`config.mk`:
```
export PLATFORM = sky130hd
export DESIGN_NAME = cpu_run_monitor
export DESIGN_NICKNAME = d
export VERILOG_FILES = /design/src/rtl/cpu_mon_pkg.sv /design/src/rtl/cpu_run_monitor_sat_counter.sv /design/src/rtl/cpu_run_monitor.sv
export SDC_FILE = /design/constraint.sdc
export NUM_CORES = 1
export LEC_CHECK = 0
export ABC_AREA = 1
export CORE_UTILIZATION = 37
export DETAILED_ROUTE_END_ITERATION = 6
export SETUP_SLACK_MARGIN = 0.15
export SYNTH_ARGS = -nofsm -noshare
export SYNTH_HDL_FRONTEND = slang
export SYNTH_HIERARCHICAL = 1
export SYNTH_SLANG_ARGS = --single-unit
export TNS_END_PERCENT = 30
```
`constraint.sdc`:
```
create_clock -name CLK -period 3.57 [get_ports CLK]
set_input_delay 0.5355 -clock CLK [delete_from_list [all_inputs] [get_ports CLK]]
set_output_delay 0.5355 -clock CLK [all_outputs]
set_load 0.005 [all_outputs]
```
`src/rtl/cpu_mon_pkg.sv`:
```
// Status codes and FSM encoding shared by the CPU run monitor.
package cpu_mon_pkg;

   localparam logic [2:0] ST_RUNNING = 3'd0;
   localparam logic [2:0] ST_PASS    = 3'd1;
   localparam logic [2:0] ST_FAIL    = 3'd2;
   localparam logic [2:0] ST_TIMEOUT = 3'd3;
   localparam logic [2:0] ST_HALTED  = 3'd4;

   typedef enum logic {
      S_RUN = 1'b0,
      S_FIN = 1'b1
   } state_e;

endpackage

```
`src/rtl/cpu_run_monitor_sat_counter.sv`:
```
// Saturating up-counter with asynchronous clear; holds at all-ones instead of wrapping.
// Latency 1 cycle from EN to Q, no backpressure.
module sat_counter #(
   parameter int W = 32
) (
   input  logic         CLK,
   input  logic         RESET,
   input  logic         EN,
   output logic [W-1:0] Q
);

   logic [W-1:0] cnt_q;
   logic [W-1:0] cnt_d;

   always_comb begin
      cnt_d = cnt_q;
      if (EN && (cnt_q != {W{1'b1}})) begin
         cnt_d = cnt_q + W'(1);
      end
   end

   always_ff @(posedge CLK or posedge RESET) begin
      if (RESET) begin
         cnt_q <= '0;
      end else begin
         cnt_q <= cnt_d;
      end
   end

   assign Q = cnt_q;

endmodule

```
`src/rtl/cpu_run_monitor.sv`:
```
// Watches CPU PC/instruction/data-memory handshake, gathers run statistics and latches end-of-test status.
// Latency 1 cycle from the qualifying input cycle to DONE/STATUS; purely observing, no backpressure.
module cpu_run_monitor
   import cpu_mon_pkg::*;
#(
   parameter int               XLEN           = 32,
   parameter int               CNT_W          = 32,
   parameter logic [XLEN-1:0]  TOHOST_ADDR    = 32'h0000_1000,
   parameter logic [XLEN-1:0]  PASS_VALUE     = 32'h0000_0001,
   parameter logic [XLEN-1:0]  HALT_INSTR     = 32'h0000_006F,
   parameter int               HALT_CYCLES    = 8,
   parameter int               TIMEOUT_CYCLES = 50
) (
   input  logic              CLK,
   input  logic              RESET,
   input  logic [XLEN-1:0]   PC,
   input  logic [XLEN-1:0]   INSTRUCTION,
   input  logic              BUSYWAIT,
   input  logic              MEM_READ,
   input  logic              MEM_WRITE,
   input  logic [XLEN-1:0]   MEM_ADDRESS,
   input  logic [XLEN-1:0]   MEM_WRITE_DATA,
   output logic              DONE,
   output logic [2:0]        STATUS,
   output logic [CNT_W-1:0]  CYCLE_COUNT,
   output logic [CNT_W-1:0]  STALL_COUNT,
   output logic [CNT_W-1:0]  RD_COUNT,
   output logic [CNT_W-1:0]  WR_COUNT,
   output logic [CNT_W-1:0]  PC_CHANGES,
   output logic [XLEN-1:0]   TOHOST_DATA,
   output logic [XLEN-1:0]   FINAL_PC
);

   localparam int HC_W  = $clog2(HALT_CYCLES + 1);
   // Wide enough that neither a narrow counter nor a large limit is truncated in the compare.
   localparam int CMP_W = CNT_W + 32;

   state_e            state_q,    state_d;
   logic [2:0]        status_q,   status_d;
   logic [XLEN-1:0]   tohost_q,   tohost_d;
   logic [XLEN-1:0]   final_pc_q, final_pc_d;
   logic [HC_W-1:0]   halt_cnt_q, halt_cnt_d;
   logic [XLEN-1:0]   prev_pc_q;
   logic              prev_vld_q;

   logic run;
   logic rd_done;
   logic wr_done;
   logic pc_chg;
   logic halt_qual;
   logic tohost_hit;
   logic halt_hit;
   logic timeout_hit;

   assign run         = (state_q == S_RUN);
   assign rd_done     = MEM_READ  && !BUSYWAIT;
   assign wr_done     = MEM_WRITE && !BUSYWAIT;
   assign pc_chg      = prev_vld_q && (PC != prev_pc_q);
   assign halt_qual   = prev_vld_q && (PC == prev_pc_q) && (INSTRUCTION == HALT_INSTR);
   assign tohost_hit  = wr_done && (MEM_ADDRESS == TOHOST_ADDR);
   assign halt_hit    = halt_qual && (halt_cnt_q == HC_W'(HALT_CYCLES - 1));
   assign timeout_hit = (TIMEOUT_CYCLES != 0) &&
                        (CMP_W'(CYCLE_COUNT) == CMP_W'(TIMEOUT_CYCLES - 1));

   always_comb begin
      state_d    = state_q;
      status_d   = status_q;
      tohost_d   = tohost_q;
      final_pc_d = final_pc_q;
      halt_cnt_d = halt_cnt_q;
      if (run) begin
         if (!halt_qual) begin
            halt_cnt_d = '0;
         end else if (halt_cnt_q != HC_W'(HALT_CYCLES)) begin
            halt_cnt_d = halt_cnt_q + HC_W'(1);
         end
         // Priority: tohost > halt > timeout, so exactly one status is latched.
         if (tohost_hit) begin
            state_d    = S_FIN;
            status_d   = (MEM_WRITE_DATA == PASS_VALUE) ? ST_PASS : ST_FAIL;
            tohost_d   = MEM_WRITE_DATA;
            final_pc_d = PC;
         end else if (halt_hit) begin
            state_d    = S_FIN;
            status_d   = ST_HALTED;
            final_pc_d = PC;
         end else if (timeout_hit) begin
            state_d    = S_FIN;
            status_d   = ST_TIMEOUT;
            final_pc_d = PC;
         end
      end
   end

   always_ff @(posedge CLK or posedge RESET) begin
      if (RESET) begin
         state_q    <= S_RUN;
         status_q   <= ST_RUNNING;
         tohost_q   <= '0;
         final_pc_q <= '0;
         halt_cnt_q <= '0;
         prev_pc_q  <= '0;
         prev_vld_q <= 1'b0;
      end else begin
         state_q    <= state_d;
         status_q   <= status_d;
         tohost_q   <= tohost_d;
         final_pc_q <= final_pc_d;
         halt_cnt_q <= halt_cnt_d;
         prev_pc_q  <= PC;
         prev_vld_q <= 1'b1;
      end
   end

   sat_counter #(.W(CNT_W)) u_cycle_cnt (
      .CLK(CLK), .RESET(RESET), .EN(run), .Q(CYCLE_COUNT)
   );
   sat_counter #(.W(CNT_W)) u_stall_cnt (
      .CLK(CLK), .RESET(RESET), .EN(run && BUSYWAIT), .Q(STALL_COUNT)
   );
   sat_counter #(.W(CNT_W)) u_rd_cnt (
      .CLK(CLK), .RESET(RESET), .EN(run && rd_done), .Q(RD_COUNT)
   );
   sat_counter #(.W(CNT_W)) u_wr_cnt (
      .CLK(CLK), .RESET(RESET), .EN(run && wr_done), .Q(WR_COUNT)
   );
   sat_counter #(.W(CNT_W)) u_pc_chg_cnt (
      .CLK(CLK), .RESET(RESET), .EN(run && pc_chg), .Q(PC_CHANGES)
   );

   assign DONE        = (state_q == S_FIN);
   assign STATUS      = status_q;
   assign TOHOST_DATA = tohost_q;
   assign FINAL_PC    = final_pc_q;

endmodule

```
==> flow_metrics.env, run 1 <==
export IMPL_die_footprint_um2=45200
export IMPL_critical_path_startpoint="PC[24]"
export IMPL_peakVddDrop_mv=0.307
export IMPL_drt_iter0_markers=960
export IMPL_dpl_hpwl_um=38800
export IMPL_synth_seq_area_share_pct=40.4
export IMPL_final_hold_worst_slack_ns=0.467
export IMPL_power_frac_clock_pct=49.9
export IMPL_synth_area_um2=16400
export IMPL_power_density_nw_per_um2=312
export IMPL_hp_start="FINAL_PC[17]$_DFFE_PP0P_"
export IMPL_route_antenna_remaining_nets=0
export IMPL_vias=15900
export IMPL_finClkSkew_ns=0.0177
export IMPL_async_reset_ff_share_pct=100
export IMPL_cp_data_arrival_time_ns=3.08
export IMPL_first_global_vias=15100
export IMPL_layout_drive_gt1_share_pct=6.33
export IMPL_path_clk_slew_ns=0.05
export IMPL_grt_antenna_before_repair=1
export IMPL_floorplan_initialDensity_pct=37.8
export IMPL_synthesized_area_per_cell_um2=6.79
export IMPL_worst_slew_pin_slew_ns=0.820
export IMPL_clock_fmax_mhz=383
export IMPL_htreeDepth=2
export IMPL_totalPowerFinal_mw=6.75
export IMPL_ios=361
export IMPL_drt_pre_antenna_iters=5
export IMPL_register_bit_count_reported_by_yosys=265
export IMPL_cellLeakagePower_nw=10.3
export IMPL_fin_crit_sh_pct=73.2
export IMPL_timing_critical_path_fanout_max=19
export IMPL_yosys_warning_total=6
export IMPL_drt_wirelength_per_cell_um=14.8
export IMPL_layout_commonest_cell="nand2_1"
export IMPL_drt_wl_total_um=50300
export IMPL_yosysUniqueCellTypes=40
export IMPL_numCtsBuffers=34
export IMPL_filler_cell_count=4295
export IMPL_grt_setup_unrepaired="false"
export IMPL_die_width_um=213
export IMPL_worst_ep_required_time_ns=4.04
export IMPL_globalRouteMet2Util_pct=37.4
export IMPL_number_of_nets_in_the_finished_design=2928
export IMPL_grt_use_total_pct=22.4
export IMPL_finalMaxSlewViolations=0
export IMPL_die_h_um=213
export IMPL_synthCells=2416
export IMPL_holdBufCountCts=0
export IMPL_internal_power_mw=5.25
export IMPL_critical_path_startpoint_type="primary input"
export IMPL_buffer_ports_inserted=360
export IMPL_tritoncts="yes"
export IMPL_synth_fp_nets=2556
export IMPL_cts_sinks=265
export IMPL_grt_max_degree=64
export IMPL_post_cts_setup_buffer_count=0
export IMPL_remaining_drc_errors=0
export IMPL_pwr_share_comb_pct=5.1
export IMPL_power_share_sequential_pct=45.0
export IMPL_count_of_flip_flops_with_a_built_in_enable_after_synthesis=0
export IMPL_rows=76
export IMPL_switching_share_pct=22.2
export IMPL_setup_worst_path_class="primary input to flip-flop"
export IMPL_core_area_um2=43500
export IMPL_finalWorstPathRequiredPeriod_ns=2.61
export IMPL_synth_top_flop_cell="dfrtp_1"
export IMPL_globalRoute_busiestLayer="met2"
export IMPL_routabilityCongestion=0.937
export IMPL_hp_class="flip-flop to flip-flop"
export IMPL_global_route_wire_length_before_repair_um=79800
export IMPL_area_growth_synth_to_final_pct=31.6
export IMPL_setup_viol=0
export IMPL_worstSetupEndpointType="flip-flop"
export IMPL_highest_count_cells_in_the_layout_ignoring_fill_and_taps="1179 x nand2_1, 360 x clkdlybuf4s50_1, 317 x nor2_1, 265 x dfrtp_1, 211 x inv_1"
export IMPL_result_of_the_run="finished clean"
export IMPL_power_switching_mw=1.50
export IMPL_reg2reg_from="DONE$_DFF_PP0_"
export IMPL_cap_violations=0
export IMPL_grt_util_met3_pct=3.94
export IMPL_tns_ns=0
export IMPL_timing_final_hold_violations=0
export IMPL_worst_slew_margin_rel_pct=45.4
export IMPL_clk_latency_ns=0.53
export IMPL_multi_input_comb_area_um2=8550
export IMPL_clock_tree_root_cell="clkbuf_16"
export IMPL_detail_route_vias_per_cell=4.67
export IMPL_cts_max_path_buffers=3
export IMPL_overflow=0
export IMPL_grtUsageMet1_pct=29.3
export IMPL_post_route_worst_setup_slack_ns=0.957
export IMPL_detailedPlace_worstSlack_ns=0.429
export IMPL_final_seq_area_um2=6630
export IMPL_postCtsResizedCells=0
## worst max-delay path, cell delays in order
cell	delay (ns)
clkdlybuf4s50_1	0.58
xor2_1	0.18
nor2_1	0.06
nand2_1	0.07
nor2_1	0.07
nand2_1	0.06
nor2_1	0.08
nor2_1	0.40
inv_1	0.17
a21oi_2	0.38
buf_4	0.33
nand2_1	0.09
nand2_1	0.06
## path summary, 6_finish.rpt
check	end	slack, ns	cells after the start
worst min-delay path	FINAL_PC[17]$_DFFE_PP0P_	0.47	2
worst max register to register	TOHOST_DATA[15]$_DFFE_PP0P_	1.12	4
max in group asynchronous	TOHOST_DATA[31]$_DFFE_PP0P_	2.09	3
worst min register to register	FINAL_PC[17]$_DFFE_PP0P_	0.47	2
min in group asynchronous	u_wr_cnt/Q[17]$_DFFE_PP0P_	0.65	2
worst max-delay path	u_pc_chg_cnt/Q[29]$_DFFE_PP0P_	0.96	13
## cells in the mapped netlist (5+ instances only)
cell type  number  area [um^2]
nand3b_1       11         82.6
nand2_2        17          106
inv_1         212          796
nand4_1        16          100
nor3_1         13         65.1
nand2_1      1179         4430
buf_4           8         60.1
nor2_1        317         1190
nand3b_4        5          100
nor2_8          5          100
dfrtp_1       265         6630
xor2_1         39          342
nand3_1       118          591
mux2_2         29          327
inv_2           6         22.5
buf_8          10          150
o21ai_0        17         85.1
nor2_4          6         67.6
nand2_4        11          124
nor2_2         20          125
buf_6          13          146
buf_2           8         40.0
ha_1            7         87.6
xnor2_1        41          359
a21oi_1         7         35.0
nor4_1         14         87.6
## metal layers
metal	vias to the layer above	wire length, um
li1	8105	-
met1	7358	22600
met2	327	24000
met3	63	2660
met4	0	1030
met5	-	0
## power groups by stage
stage          combinational, mW  clock (mW)  sequential (mW)
3_3_place_gp               0.346           0             3.09
4_1_cts                    0.353        3.48             3.04
5_1_grt                    0.392        3.58             3.04
3_5_place_dp               0.351           0             3.09
2_1_floorplan              0.129           0             3.09
6_report                   0.347        3.36             3.04
## cell families (layout without fill, tap and decap cells)
family / after synthesis / in the layout / share of synthesized area [%]
buf+inv: 265 / 659 / 7.59
mux: 31 / 31 / 2.13
flops: 265 / 265 / 40.4
simple gates: 1742 / 1742 / 44.3
xor+xnor: 80 / 80 / 4.27
fa+ha+maj: 7 / 7 / 0.534
other cells: 1 / 2 / 0.0229
compound gates: 25 / 25 / 0.785
## registers in the layout, indices dropped and copies added, names as in the netlist
name and cells:
DONE 1, FINAL_PC 32, STATUS 3, TOHOST_DATA 32, halt_cnt_q 4, prev_pc_q 32
prev_vld_q 1, u_cycle_cnt/Q 32, u_pc_chg_cnt/Q 32, u_rd_cnt/Q 32, u_stall_cnt/Q 32, u_wr_cnt/Q 32
## area by class of cell
type / instances / area share, %
repair buffers: 379 / 17.4
well taps: 585 / 3.39
inverters: 222 / 3.87
flip-flops and latches: 265 / 30.7
diodes: 1 / 0.0116
multi-input cells: 1886 / 39.6
clock inverters: 5 / 0.249
clock buffers: 53 / 4.78
## stage by stage
stage               cell area (um^2)  std cells  utilization [%]
detailed placement             20500       3337             47.2
floorplan                      16400       2416                -
CTS                            21600       3395             49.7
global placement               20500       3337             47.2
global route                   21600       3396             49.7
finish                         21600       3396             49.7
Power figures use the tool's default switching activity.
==> inputs of run 2 (changes only) <==
- clock period: 3.57 -> 2.35 ns (I/O delays scaled with it)
==> flow_metrics.env, run 2 (synthesis gave the netlist of run 1 again) <==
export IMPL_result_of_the_run="finished clean"
export IMPL_critical_path_reg2reg_endpoint="STATUS[0]$_DFFE_PP0P_"
export IMPL_number_of_nets_in_the_finished_design=2998
export IMPL_met1Wirelength_um=23400
export IMPL_hp_class="primary input to flip-flop"
export IMPL_finalMaxSlewViolations=0
export IMPL_timing_critical_path_fanout_max=28
export IMPL_fin_crit_sh_pct=86.0
export IMPL_timing_final_hold_violations=0
export IMPL_cp_data_arrival_time_ns=2.44
export IMPL_grt_max_degree=86
export IMPL_core_area_um2=43500
export IMPL_holdBufCountCts=0
export IMPL_ios=361
export IMPL_post_route_worst_setup_slack_ns=0.329
export IMPL_power_density_nw_per_um2=478
export IMPL_peakVddDrop_mv=0.514
export IMPL_cts_max_path_buffers=3
export IMPL_floorplan_initialDensity_pct=37.8
export IMPL_remaining_drc_errors=0
export IMPL_first_global_vias=15700
export IMPL_detailedPlace_worstSlack_ns=-0.191
export IMPL_overflow=0
export IMPL_reg2reg_from="u_cycle_cnt/Q[17]$_DFFE_PP0P_"
export IMPL_num_antenna_cells=0
export IMPL_detail_route_vias_per_cell=4.67
export IMPL_min_delay_path_depth=1
export IMPL_critical_path_startpoint_type="flip-flop"
export IMPL_setup_worst_path_class="flip-flop to flip-flop"
export IMPL_hp_start="PC[26]"
export IMPL_grt_use_total_pct=23.3
export IMPL_die_width_um=213
export IMPL_tns_ns=0
export IMPL_final_hold_worst_slack_ns=0.350
export IMPL_final_seq_area_um2=6630
export IMPL_numCtsBuffers=34
export IMPL_clock_fmax_mhz=495
export IMPL_die_footprint_um2=45200
export IMPL_multi_input_comb_area_um2=8560
export IMPL_grt_antenna_before_repair=0
export IMPL_worst_r2r_setup_slack_ns=0.33
export IMPL_layout_drive_gt1_share_pct=8.72
export IMPL_worst_r2r_path_cells=10
export IMPL_met3WireLength_um=3090
export IMPL_drt_pre_antenna_iters=7
export IMPL_rows=76
export IMPL_htreeDepth=2
export IMPL_drt_iter0_markers=992
export IMPL_worst_ep_required_time_ns=2.77
export IMPL_drt_wl_total_um=51800
export IMPL_global_route_wire_length_before_repair_um=82600
export IMPL_holdPathEnd="prev_pc_q[26]$_DFF_PP0_"
export IMPL_cts_sinks=265
export IMPL_route_antenna_remaining_nets=0
export IMPL_dp_cells=3407
export IMPL_cellLeakagePower_nw=10.7
export IMPL_path_clk_slew_ns=0.06
export IMPL_drt_wirelength_per_cell_um=15.0
export IMPL_number_of_standard_cells_in_the_layout_taps_in_and_fillers_out=3464
export IMPL_filler_cell_count=4308
export IMPL_layout_commonest_cell="nand2_1"
export IMPL_tritoncts="yes"
export IMPL_critical_path_startpoint="u_cycle_cnt/Q[17]$_DFFE_PP0P_"
export IMPL_post_cts_setup_buffer_count=0
export IMPL_buffer_ports_inserted=360
export IMPL_place_area_um2=21100
export IMPL_clk_latency_ns=0.54
export IMPL_die_h_um=213
export IMPL_finalWorstPathRequiredPeriod_ns=2.02
export IMPL_cell_area_after_layout_um2=22300
export IMPL_area_growth_synth_to_final_pct=35.6
export IMPL_worstSetupEndpointType="flip-flop"
export IMPL_cap_violations=0
export IMPL_routabilityCongestion=0.967
export IMPL_setup_viol=0
export IMPL_highest_count_cells_in_the_layout_ignoring_fill_and_taps="1179 x nand2_1, 360 x clkdlybuf4s50_1, 317 x nor2_1, 265 x dfrtp_1, 211 x inv_1"
export IMPL_dpl_hpwl_um=39900
export IMPL_met2_wirelength_um=24200
export IMPL_grt_setup_unrepaired="true"
export IMPL_highest_signal_layer="met4"
export IMPL_clock_tree_root_cell="clkbuf_16"
export IMPL_vias=16200
export IMPL_finClkSkew_ns=0.0238
-- run 2: changes by cell type in the layout (fill, tap and decap cells not counted) --
cell	delta
inv_4	-1
nand2_4	-1
clkinvlp_4	+3
clkbuf_1	-3
ha_1	-1
buf_4	+65
clkbuf_8	-5
nand2_8	+1
buf_12	+5
diode_2	-1
bufinv_16	+4
ha_2	+1
clkinv_2	+1
-- run 2: layout make-up --
cell class                      instances  share of cell area, %
Clock inverter                         12                  0.871
Inverter                              222                   3.76
Multi-Input combinational cell       1886                   38.5
Sequential cell                       265                   29.8
Clock buffer                           45                   4.28
Tap cell                              585                   3.29
Timing Repair Buffer                  449                   19.5
-- run 2: repair_timing --
action                                  CTS  global route
resized for setup                         0             2
hold endpoints to repair                  0             0
endpoints found under the setup margin    0            30
-- run 2: how the worst max path moves through the flow --
stage / to
after floorplan: u_pc_chg_cnt/Q[10]$_DFFE_PP0P_
after global placement: u_pc_chg_cnt/Q[17]$_DFFE_PP0P_
after detailed placement: u_pc_chg_cnt/Q[26]$_DFFE_PP0P_
after CTS: WR_COUNT[0]
after global routing: u_pc_chg_cnt/Q[17]$_DFFE_PP0P_
final: STATUS[0]$_DFFE_PP0P_
-- run 2: routing by layer --
layer / track usage (%) / vias up
met3: 4.82 / 71
met2: 38.4 / 353
met1: 30.4 / 7493
li1: - / 8264
met5: 0 / -
met4: 7.19 / 0
-- run 2: critical path, cell delays in order, from the launching register on --
cell and delay [ns]:
dfrtp_1 0.39, nor4_1 0.40, nand2_1 0.10, nor2_1 0.18, nand4_1 0.15, buf_4 0.19, nand3_4 0.12, nand2_4 0.07
buf_12 0.17, nand2_1 0.07, nand2_1 0.05
-- run 2: stage by stage --
stage / total power [mW] / utilization [%]
floorplan: 4.89 / -
global placement: 5.28 / 48.6
detailed placement: 5.29 / 48.6
CTS: 10.8 / 51.2
global route: 11.1 / 51.2
finish: 10.6 / 51.2
-- run 2: where the power goes --
group / internal (mW) / switching, mW
clock network: 3.39 / 2.05
registers: 4.59 / 0.0203
logic: 0.316 / 0.273
